<file path="src/rtl/bram_rd_pkg.sv">
// Shared defaults, FSM state type and output FIFO depth for the BRAM read master.
package bram_rd_pkg;

  localparam int ADDR_W_DEF      = 13;
  localparam int DATA_W_DEF      = 32;
  localparam int LEN_W_DEF       = 14;
  localparam int TIMEOUT_CYC_DEF = 64;
  localparam int FIFO_DEPTH      = 2;

  typedef enum logic [1:0] {
    ST_IDLE  = 2'd0,
    ST_REQ   = 2'd1,
    ST_GAP   = 2'd2,
    ST_FLUSH = 2'd3
  } state_t;

endpackage

</file>
<file path="src/rtl/bram_rd_ofifo.sv">
// Two-entry first-word-fall-through output FIFO; simultaneous push and pop allowed.
module bram_rd_ofifo
  import bram_rd_pkg::*;
#(
  parameter int DATA_W = DATA_W_DEF
) (
  input  logic              i_clk,
  input  logic              i_rst,
  input  logic              i_push,
  input  logic              i_pop,
  input  logic              i_flush,
  input  logic [DATA_W-1:0] i_data,
  output logic [DATA_W-1:0] o_data,
  output logic              o_full,
  output logic              o_empty
);

  localparam int PTR_W = $clog2(FIFO_DEPTH);
  localparam int CNT_W = $clog2(FIFO_DEPTH + 1);

  logic [DATA_W-1:0] mem [FIFO_DEPTH];
  logic [PTR_W-1:0]  wr_ptr;
  logic [PTR_W-1:0]  rd_ptr;
  logic [CNT_W-1:0]  count;
  logic              do_push;
  logic              do_pop;

  assign o_full  = (count == CNT_W'(FIFO_DEPTH));
  assign o_empty = (count == '0);
  assign do_push = i_push && !o_full;
  assign do_pop  = i_pop && !o_empty;
  // Drive zero when empty so the output is defined straight out of reset.
  assign o_data  = o_empty ? '0 : mem[rd_ptr];

  always_ff @(posedge i_clk) begin
    if (do_push) begin
      mem[wr_ptr] <= i_data;
    end
  end

  always_ff @(posedge i_clk) begin
    if (i_rst || i_flush) begin
      wr_ptr <= '0;
      rd_ptr <= '0;
      count  <= '0;
    end else begin
      if (do_push) wr_ptr <= wr_ptr + PTR_W'(1);
      if (do_pop)  rd_ptr <= rd_ptr + PTR_W'(1);
      count <= count + CNT_W'(do_push) - CNT_W'(do_pop);
    end
  end

endmodule

</file>
<file path="src/rtl/bram_rd_master.sv">
// Trig/done BRAM read initiator: fetches a burst of words and streams them out via valid/ready.
// Optional REQ watchdog enabled by defining BRAM_RD_TIMEOUT_EN.
module bram_rd_master
  import bram_rd_pkg::*;
#(
  parameter int ADDR_W      = ADDR_W_DEF,
  parameter int DATA_W      = DATA_W_DEF,
  parameter int LEN_W       = LEN_W_DEF,
  parameter int TIMEOUT_CYC = TIMEOUT_CYC_DEF
) (
  input  logic              i_clk,
  input  logic              i_rst,
  input  logic              i_start,
  input  logic [ADDR_W-1:0] i_base_addr,
  input  logic [LEN_W-1:0]  i_len,
  output logic              o_busy,
  output logic              o_done,
  output logic              o_err,
  output logic [ADDR_W-1:0] o_bram_addr,
  output logic              o_bram_trig,
  input  logic [DATA_W-1:0] i_bram_data,
  input  logic              i_bram_done,
  output logic [DATA_W-1:0] o_rd_data,
  output logic              o_rd_valid,
  input  logic              i_rd_ready
);

  state_t            state;
  logic [ADDR_W-1:0] addr;
  logic [LEN_W-1:0]  remaining;
  logic              fifo_push;
  logic              fifo_pop;
  logic              fifo_full;
  logic              fifo_empty;
  logic              timeout_hit;

`ifdef BRAM_RD_TIMEOUT_EN
  localparam int TMO_W = $clog2(TIMEOUT_CYC + 1);
  logic [TMO_W-1:0] tmo_cnt;

  // Counter only runs while a request is outstanding; any other state rearms it.
  always_ff @(posedge i_clk) begin
    if (i_rst || state != ST_REQ) begin
      tmo_cnt <= '0;
    end else begin
      tmo_cnt <= tmo_cnt + TMO_W'(1);
    end
  end

  assign timeout_hit = (state == ST_REQ) && !i_bram_done &&
                       (tmo_cnt == TMO_W'(TIMEOUT_CYC - 1));
`else
  assign timeout_hit = 1'b0;
`endif

  assign fifo_push   = (state == ST_REQ) && i_bram_done;
  assign fifo_pop    = o_rd_valid && i_rd_ready;
  assign o_rd_valid  = !fifo_empty;
  assign o_bram_addr = addr;

  bram_rd_ofifo #(
    .DATA_W (DATA_W)
  ) u_ofifo (
    .i_clk   (i_clk),
    .i_rst   (i_rst),
    .i_push  (fifo_push),
    .i_pop   (fifo_pop),
    .i_flush (timeout_hit),
    .i_data  (i_bram_data),
    .o_data  (o_rd_data),
    .o_full  (fifo_full),
    .o_empty (fifo_empty)
  );

  always_ff @(posedge i_clk) begin
    if (i_rst) begin
      state       <= ST_IDLE;
      addr        <= '0;
      remaining   <= '0;
      o_busy      <= 1'b0;
      o_done      <= 1'b0;
      o_err       <= 1'b0;
      o_bram_trig <= 1'b0;
    end else begin
      o_done <= 1'b0;
      case (state)
        ST_IDLE: begin
          if (i_start) begin
            o_err <= 1'b0;
            if (i_len != '0) begin
              state       <= ST_REQ;
              addr        <= i_base_addr;
              remaining   <= i_len;
              o_busy      <= 1'b1;
              o_bram_trig <= 1'b1;
            end else begin
              o_done <= 1'b1;
            end
          end
        end
        ST_REQ: begin
          // A done arriving on the last watchdog cycle still wins over the timeout.
          if (i_bram_done) begin
            o_bram_trig <= 1'b0;
            addr        <= addr + ADDR_W'(1);
            remaining   <= remaining - LEN_W'(1);
            state       <= (remaining == LEN_W'(1)) ? ST_FLUSH : ST_GAP;
          end else if (timeout_hit) begin
            o_bram_trig <= 1'b0;
            o_err       <= 1'b1;
            o_done      <= 1'b1;
            o_busy      <= 1'b0;
            state       <= ST_IDLE;
          end
        end
        ST_GAP: begin
          if (!fifo_full) begin
            o_bram_trig <= 1'b1;
            state       <= ST_REQ;
          end
        end
        ST_FLUSH: begin
          if (fifo_empty) begin
            o_done <= 1'b1;
            o_busy <= 1'b0;
            state  <= ST_IDLE;
          end
        end
        default: state <= ST_IDLE;
      endcase
    end
  end

endmodule

</file>
<file path="config.mk">
export PLATFORM = sky130hd
export DESIGN_NAME = bram_rd_master
export DESIGN_NICKNAME = d
export VERILOG_FILES = /design/src/rtl/bram_rd_pkg.sv /design/src/rtl/bram_rd_ofifo.sv /design/src/rtl/bram_rd_master.sv
export SDC_FILE = /design/constraint.sdc
export NUM_CORES = 1
export LEC_CHECK = 0
export CORE_MARGIN = 2
export CORE_UTILIZATION = 45
export CTS_CLUSTER_SIZE = 10
export DETAILED_ROUTE_END_ITERATION = 12
export GPL_ROUTABILITY_DRIVEN = 0
export GPL_TIMING_DRIVEN = 0
export HOLD_SLACK_MARGIN = 0.03
export PLACE_DENSITY = 0.74
export SETUP_SLACK_MARGIN = 0.3
export SYNTH_ARGS = -nofsm -noshare
export SYNTH_HDL_FRONTEND = slang
export SYNTH_SLANG_ARGS = --single-unit
</file>
<file path="constraint.sdc">
create_clock -name i_clk -period 9.1 [get_ports i_clk]
set_input_delay 1.82 -clock i_clk [delete_from_list [all_inputs] [get_ports i_clk]]
set_output_delay 1.82 -clock i_clk [all_outputs]
set_load 0.02 [all_outputs]
</file>
# --- Word level (Yosys, flattened, before mapping) ---
# Memory sizes are Yosys's and may differ from the RTL's. A register that Yosys moved wholly into a read port is not among the register bits.
# Cells that the tools add are included.
word_totals:
  n_memories: 1
  ramBits: 64
  elab_cells: 73
  output_inout_bits: 50
  regBits: 36
mem_list:
  columns: ["memory", "words", "word_bits", "rd", "rd_ports_with_merged_regs", "wr", "line", "rtl"]
  rows:
  - ["u_ofifo.mem", 2, 32, 1, 1, 1, "bram_rd_ofifo.sv:21", "logic [DATA_W-1:0] mem [FIFO_DEPTH];"]
classes:
  n_reduce_logical: 16
  addsub: 6
  n_eq_ne: 10
  muxes: 31
ops:
  columns: ["operator", "n"]
  rows:
  - ["$mux 14", 3]
  - ["$mux 13", 3]
  - ["$mux 32", 1]
  - ["$pmux 14 s2", 1]
  - ["$pmux 13 s2", 1]
  - ["$eq 14x1->1 const B", 1]
  - ["$reduce_bool 14->1", 1]
  - ["$sub 14x1->14 const B", 1]
  - ["$add 13x1->13 const B", 1]
  - ["$mux 1", 13]
  - ["$mux 2", 5]
  - ["$reduce_and 5->1", 2]
  - ["$ne 2x2->1 const B", 4]
  - ["$pmux 2 s4", 1]
  - ["$reduce_and 4->1", 2]
  - ["$eq 2x2->1 const B", 3]
  - ["$logic_and 1x1->1", 4]
  - ["$logic_not 2->1", 2]
  - ["$pmux 1 s2", 2]
  - ["$reduce_bool 2->1", 2]
  - ["$pmux 1 s3", 1]
  - ["$reduce_bool 3->1", 1]
  - ["$add 1x1->1 const B", 2]
  - ["$add 2x1->2", 1]
  - ["other kinds (4)", 5]

# --- Depth between registers and ports, before layout ---
# Gate-level depths: netlist of the first run.
depth:
  word_depth: 6
  ltp_mapped: 10
  mapped_depth_nobuf: 9

# --- Cells and area by module ---
# From an unflattened synthesis of the first run, not the netlist that was laid out.
hier_totals:
  cells_unflattened: 436
  hier_area_um2: 4880.9
modules_own_cells:
  columns: ["mod", "area_each_um2", "seq_area_each_um2", "cells_each", "n_inst"]
  rows:
  - ["bram_rd_ofifo", 2647.5, 2021.9, 165, 1]
  - ["bram_rd_master", 2233.4, 640.6, 271, 1]

# --- Worst setup path before layout of the first run ---
# OpenSTA, ideal clock, no wires.
synth_timing:
  path_type: "in2reg"
  from: "input port i_bram_done"
  to: "memory u_ofifo.mem[0][0] in the netlist's numbering (enable)"
  stages: 3
  path_slack_ns: 5.055
  setup_time_ns: 0.425
  n_path_buf: 0
  arrival_time_ns: 3.620
  t_required_ns: 8.675
  path_cell_list: "nand2_1 a21oi_1 nor2b_1"
synth_between:
  elab_chain_len: 4
synth_rtl:
  columns: ["element", "line", "rtl"]
  rows:
  - ["from (decl)", "bram_rd_master.sv:22", "input logic i_bram_done,"]
  - ["$logic_and 1x1->1", "bram_rd_master.sv:56", "assign fifo_push = (state == ST_REQ) && i_bram_done;"]
  - ["$logic_and 1x1->1", "bram_rd_ofifo.sv:30", "assign do_push = i_push && !o_full;"]
  - ["named net u_ofifo.do_push", "bram_rd_ofifo.sv:25", "logic do_push;"]
  - ["$mux 1", "bram_rd_ofifo.sv:36", "if (do_push) begin"]
  - ["$mux 1 (not written as such)", "bram_rd_ofifo.sv:37", "mem[wr_ptr] <= i_data;"]
  - ["to (decl)", "bram_rd_ofifo.sv:21", null]
# The timed path passes the listed nets, and every way through them passes these cells.

==> impl_metrics.csv, run 1 <==
group,metric,value,unit
grt,grt_use_total,0.206,
grt,grt_pass1_wl,18400,µm
final_layout,register_area,0.00266,mm²
clock_network,h-tree-depth,3,
route,drt-total-wl,11400,µm
clock_network,clk_pin_slew,100,ps
timing,fin_ws,4870,ps
die,dieArea,0.0112,mm²
logic_synthesis,ys_warn_count,0,
power_and_ir_drop,power.density,306,mW/mm²
place,place_ws,5130,ps
logic_synthesis,synth-edff-count,64,
route,post_drt_wl_per_cell,16.5,µm
logic_synthesis,postSynthAreaPerCell,10.9,µm²
outcome,status,"finished clean",
die,rows,37,
logic_synthesis,syn_area,0.00466,mm²
grt,antenna_found_initial,0,
clock_network,cts_sinks,101,
timing,setup_tns,0,ps
timing,hold_viol,0,
power_and_ir_drop,power.leakage,0.00208,µW
clock_network,tritoncts,"done",
setup_path,worstSetupPathType,"reg -> out",
hold_path,hold_path_class,"reg -> reg",
route,drt_iter0_markers,211,
route,ant_nets,0,
final_layout,multiInputGateArea,0.00184,mm²
die,io-pin-count,114,
logic_synthesis,ys_types,57,
route,firstDrtPassIters,4,
grt,first_global_vias,3711,
logic_synthesis,synth_top_cell_by_area,"edfxtp_1",
setup_path,crit_fanout,10,
run,max_cap_violations,0,
die,core-area,0.0102,mm²
setup_path,worstPathRequired,7280,ps
route,drc,0,
timing,clock_skew,6.24,ps
timing,slew_headroom,0.383,
final_layout,syn_to_final_growth,31.5,%
final_layout,final_core_util,0.602,
place,io_buffer_count,111,
setup_path,cp-end-kind,"primary output",
logic_synthesis,yosysMostFrequentCell,"edfxtp_1",
logic_synthesis,synth-main-ff-cell,"edfxtp_1",
logic_synthesis,yosysTopAreaCellShare,0.412,
logic_synthesis,syn-num-nets,503,
grt,grt-ovfl-total,0,
timing,setup_viol,0,
logic_synthesis,synthTopCellsByCount,"edfxtp_1, nor2_1, dfxtp_1, a21oi_1, mux2i_1",
final_layout,drive_above_1_share,0.0541,
timing,fin_crit_sh,0.465,
place,dp_hpwl,8180,µm
logic_synthesis,synthTopCellsByArea,"edfxtp_1, dfxtp_1, mux2i_1",
die,die_w,106,µm
timing,maxSlewViolCount,0,
clock_network,cts_resized,0,
timing,min_period,4230,ps
logic_synthesis,synthCells,428,
grt,grt_max_degree,33,
clock_network,cts_root_buffer,"clkbuf_8",
die,initial_utilization,0.457,
final_layout,nets,625,
clock_network,numCtsBuffers,9,
final_layout,fillers,875,
clock_network,post_cts_buffers,0,
logic_synthesis,synth.yosys.seq_area_share,0.571,
clock_network,insertion_delay,350,ps
setup_path,arrival,2410,ps
clock_network,clockBufferDepth,2,
route,num_vias,3758,
power_and_ir_drop,ir_worst_vdd,0.145,mV
timing,rsz0062_at_grt,"false",
final_layout,num_antenna_cells,0,
route,via_per_inst,5.44,
die,die_h,106,µm
timing,max_freq,236,MHz
timing,worst_pin_slew,923,ps
setup_path,critPathLaunchType,"register",
logic_synthesis,synth-seq-cells,101,
clock_network,postCtsHoldBufs,0,
logic_synthesis,synthArstFlopShare,0,
-- worst paths after layout --
path                      from                  to  slack, ps  depth (start not counted)
setup / recovery      register       o_rd_data[13]       4870                          5
hold / removal    remaining[8]        remaining[8]        470                          2
setup reg to reg      state[1]  u_ofifo.mem[0][28]       6630                          6
hold reg to reg   remaining[8]        remaining[8]        470                          2
-- placed cells by master (no fill, tap or decap), types with 3 or more instances in the layout --
cell type | synthesis | routed
dfxtp_1 | 37 | 37
buf_1 | 4 | 4
a211oi_1 | 3 | 3
xnor2_1 | 3 | 3
and2_1 | 5 | 4
nor4_1 | 4 | 4
nand3b_1 | 3 | 3
nand2_1 | 28 | 28
and3_1 | 3 | 3
o2bb2ai_1 | 3 | 3
nor3_1 | 11 | 11
clkbuf_8 | 0 | 9
nand3_1 | 6 | 6
nor2_1 | 47 | 47
mux2i_1 | 35 | 35
clkdlybuf4s50_1 | 0 | 111
o21a_1 | 5 | 5
inv_6 | 0 | 3
o32ai_1 | 10 | 10
buf_2 | 5 | 5
clkbuf_1 | 17 | 17
ha_1 | 11 | 11
a21oi_1 | 36 | 36
o21ai_0 | 22 | 22
and4_1 | 4 | 4
nand4_1 | 3 | 3
edfxtp_1 | 64 | 64
nor2b_1 | 11 | 10
inv_1 | 12 | 12
-- power breakdown --
group,switching [µW],internal [µW]
clock network,158,104
logic,553,412
registers,68.9,581
-- through the flow --
step	hold WS (ps)	instances	power, µW	cell area [µm²]
after floorplan	438	428	1250	4660
after global placement	449	675	1600	5940
after detailed placement	459	675	1620	5950
after CTS	472	691	1880	6130
after global routing	499	691	2000	6130
final	469	691	1880	6130
-- flip-flops by register name, indices dropped and copies added, names as in the netlist, named ones only --
| register | count |
|---|---|
| state | 2 |
| o_done | 1 |
| u_ofifo.count | 2 |
| o_bram_trig | 1 |
| u_ofifo.wr_ptr | 1 |
| u_ofifo.rd_ptr | 1 |
| u_ofifo.mem | 64 |
| remaining | 14 |
| o_busy | 1 |
| o_bram_addr | 13 |
-- layer usage --
layer / share of wire / track usage / wire length, µm / vias up
li1: - / - / - / 1815
met2: 0.49 / 0.349 / 5630 / 159
met5: 0 / 0 / 0 / -
met1: 0.43 / 0.269 / 4890 / 1771
met4: 0.0088 / 0.0658 / 100 / 0
met3: 0.067 / 0.0365 / 767 / 13
-- cell type report --
type | count | share of cell area
Multi-Input combinational cell | 286 | 0.300
Buffer | 28 | 0.0190
Sequential cell | 101 | 0.434
Clock inverter | 7 | 0.00898
Clock buffer | 9 | 0.0202
Inverter | 13 | 0.00796
Tap cell | 136 | 0.0278
Timing Repair Buffer | 111 | 0.181
-- logic make-up (layout without fill, tap and decap cells) --
group | after synthesis | in the layout | share of synthesized area
buffers and inverters | 41 | 168 | 0.0354
AOI/OAI and AO/OA | 95 | 95 | 0.128
other | 1 | 1 | 0.000805
adders and majority gates | 11 | 11 | 0.0295
DFF | 101 | 101 | 0.571
and+or+nand+nor | 139 | 139 | 0.150
muxes | 36 | 36 | 0.0776
xor gates and xnor gates | 4 | 4 | 0.00752
-- worst max-delay path: stages (launching register included) --
cell	delay [ps]
dfxtp_1	320
clkbuf_1	230
buf_1	600
mux2i_1	160
nor2_1	130
clkdlybuf4s50_1	620
Power figures use the tool's default switching activity.
==> inputs of run 2 (changes only) <==
==> constraint.sdc (replaced) <==
create_clock -name i_clk -period 4.05 [get_ports i_clk]
set_input_delay 0.81 -clock i_clk [delete_from_list [all_inputs] [get_ports i_clk]]
set_output_delay 0.81 -clock i_clk [all_outputs]
set_load 0.02 [all_outputs]
==> results of run 2 <==
The final DEF is identical to that of run 1. Status: finished clean.
Among the figures that moved: setup slack after placement 5130 ps -> 1090 ps; setup slack after layout 4870 ps -> 831 ps; register-to-register setup slack 6630 ps -> 1580 ps; total power 1880 µW -> 4220 µW; worst IR drop on VDD 0.145 mV -> 0.326 mV
==> inputs of run 3 (changes only) <==
==> constraint.sdc (replaced) <==
create_clock -name i_clk -period 3.1 [get_ports i_clk]
set_input_delay 0.62 -clock i_clk [delete_from_list [all_inputs] [get_ports i_clk]]
set_output_delay 0.62 -clock i_clk [all_outputs]
set_load 0.02 [all_outputs]
==> run 3 against run 2 <==
Wire length fell by 0.16%. Clock power rose by 72%. Sequential power is 30% higher. Clock-buffer cell count unchanged. Sequential share of layout area is 0.64 points lower. Setup slack worse by 360 ps. Critical endpoint is now o_rd_data[1].
==> impl_metrics.csv, run 3 (synthesis results as in run 1) <==
group,metric,value,unit
timing,max_freq,380,MHz
grt,grt_use_total,0.202,
setup_path,crit-reg2reg-capture,"u_ofifo.mem[0][19]",
run,max_cap_violations,0,
grt,antenna_found_initial,0,
place,dp_hpwl,7970,µm
power_and_ir_drop,clkPwrFrac,0.175,
route,drt-total-wl,11400,µm
outcome,status,"finished clean",
timing,clock_skew,17.1,ps
die,io-pin-count,114,
power_and_ir_drop,finalPower,5780,µW
final_layout,num_antenna_cells,0,
clock_network,clk_pin_slew,100,ps
clock_network,cts_sinks,101,
place,io_buffer_count,111,
power_and_ir_drop,p_sw_frac,0.398,
clock_network,insertion_delay,360,ps
timing,fin_crit_sh,0.848,
grt,grt-ovfl-total,0,
setup_path,crit_fanout,10,
die,dieArea,0.0112,mm²
timing,worst_pin_slew,919,ps
clock_network,tritoncts,"done",
setup_path,arrival,2010,ps
setup_path,worstPathRequired,2480,ps
setup_path,r2r-start,"state[1]",
die,die_h,106,µm
final_layout,fillers,828,
timing,rsz0062_at_grt,"false",
grt,grt_max_degree,33,
die,core-area,0.0102,mm²
die,die_w,106,µm
route,drc,0,
timing,setup_viol,0,
timing,slew_headroom,0.386,
power_and_ir_drop,power.leakage,0.00214,µW
clock_network,cts_root_buffer,"clkbuf_8",
power_and_ir_drop,power_switching,2300,µW
final_layout,final_common_cell,"clkdlybuf4s50_1",
die,initial_utilization,0.457,
setup_path,r2r_slack,640,ps
grt,first_global_vias,3662,
timing,maxSlewViolCount,0,
final_layout,stdcell_area,0.00622,mm²
power_and_ir_drop,power.density,929,mW/mm²
hold_path,hold_path_class,"reg -> reg",
timing,min_period,2630,ps
route,ant_nets,0,
final_layout,largest_reg_flops,64,
timing,hold_viol,0,
clock_network,post_cts_buffers,0,
setup_path,cp-end-kind,"primary output",
place,placed_cell_area,0.00595,mm²
clock_network,h-tree-depth,3,
hold_path,hold_depth,2,
clock_network,clockBufferDepth,2,
setup_path,critPathLaunchType,"register",
route,drt_iter0_markers,258,
setup_path,worstSetupPathType,"reg -> out",
setup_path,r2r_cells,6,
final_layout,mostFrequentLayoutCells,"clkdlybuf4s50_1, edfxtp_1, nor2_1",
power_and_ir_drop,p_int,3480,µW
final_layout,nets,625,
route,via_per_inst,5.51,
final_layout,syn_to_final_growth,33.5,%
final_layout,top_register,"u_ofifo.mem",
hold_path,hold_path_end,"remaining[8]",
power_and_ir_drop,ir_worst_vdd,0.404,mV
hold_path,min_from,"remaining[8]",
route,post_drt_wl_per_cell,16.5,µm
die,rows,37,
route,num_vias,3810,
route,firstDrtPassIters,5,
grt,grt_pass1_wl,18000,µm
timing,hold_ws,475,ps
power_and_ir_drop,share_comb_of_total_power,0.495,
clock_network,numCtsBuffers,9,
place,place_ws,333,ps
power_and_ir_drop,share_seq_of_total_power,0.330,
timing,fin_ws,472,ps
final_layout,drive_above_1_share,0.0703,
## run 3: cell types whose count changed in the layout (fill, tap and decap cells not counted)
| cell | before | now |
|---|---|---|
| clkbuf_1 | 17 | 13 |
| clkbuf_2 | 1 | 5 |
| buf_1 | 4 | 1 |
| buf_4 | 1 | 4 |
| bufinv_16 | 0 | 3 |
| inv_6 | 3 | 1 |
| clkinv_1 | 2 | 1 |
| clkinv_2 | 1 | 0 |
| clkinv_4 | 1 | 2 |
| nor2_1 | 47 | 46 |
| nor2_2 | 0 | 1 |
## run 3: stage by stage
step | utilization | instances | setup TNS, ps
CTS | 0.609 | 691 | 0
floorplan | - | 428 | 0
global placement | 0.584 | 675 | -5110
finish | 0.611 | 691 | 0
global route | 0.611 | 691 | 0
detailed placement | 0.584 | 675 | 0
## run 3: timing repair
action	CTS	global route
hold endpoints to repair	0	0
resized for setup	4	14
endpoints found under the setup margin	30	30
hold buffers	0	0
## run 3: area by class of cell
| cell class | instances | area, µm² | area share |
|---|---|---|---|
| plain buffers | 28 | 133 | 0.0213 |
| clock buffers | 9 | 124 | 0.0199 |
| clock inverters | 7 | 128 | 0.0205 |
| inverters | 13 | 48.8 | 0.00785 |
| multi-input cells | 286 | 1840 | 0.296 |
| flip-flops and latches | 101 | 2660 | 0.428 |
| well taps | 136 | 170 | 0.0274 |
| repair buffers | 111 | 1110 | 0.179 |
## run 3: layer usage
layer  global-route usage  vias to the layer above  wire [µm]
met2                0.348                      173       5570
met5                    0                        -          0
met4               0.0667                        0        182
met1                0.258                     1807       4730
li1                     -                     1811          -
met3               0.0365                       19        881
## run 3: power groups by stage
stage / clock (µW) / combinational (µW) / sequential, µW
3_3_place_gp: 0 / 2770 / 1920
4_1_cts: 1030 / 2830 / 1900
2_1_floorplan: 0 / 1700 / 1960
3_5_place_dp: 0 / 2820 / 1930
5_1_grt: 1090 / 3090 / 1940
6_report: 1010 / 2860 / 1900
## run 3: how the worst max path moves through the flow
stage | slack, ps | startpoint | depth (start not counted) | end
after floorplan | 740 | state[1] | 6 | u_ofifo.mem[0][0]
after global placement | -160 | i_bram_done | 4 | u_ofifo.mem[0][11]
after detailed placement | 330 | i_bram_done | 4 | u_ofifo.mem[0][11]
after CTS | 310 | u_ofifo.count[1] | 4 | o_rd_data[1]
after global routing | 340 | u_ofifo.count[1] | 4 | o_rd_data[4]
final | 470 | u_ofifo.count[1] | 4 | o_rd_data[1]
## run 3: critical path: stages (launching register included)
cell and delay, ps:
dfxtp_1 370, nor2_2 350, clkbuf_2 300, nor2_1 80
clkdlybuf4s50_1 560
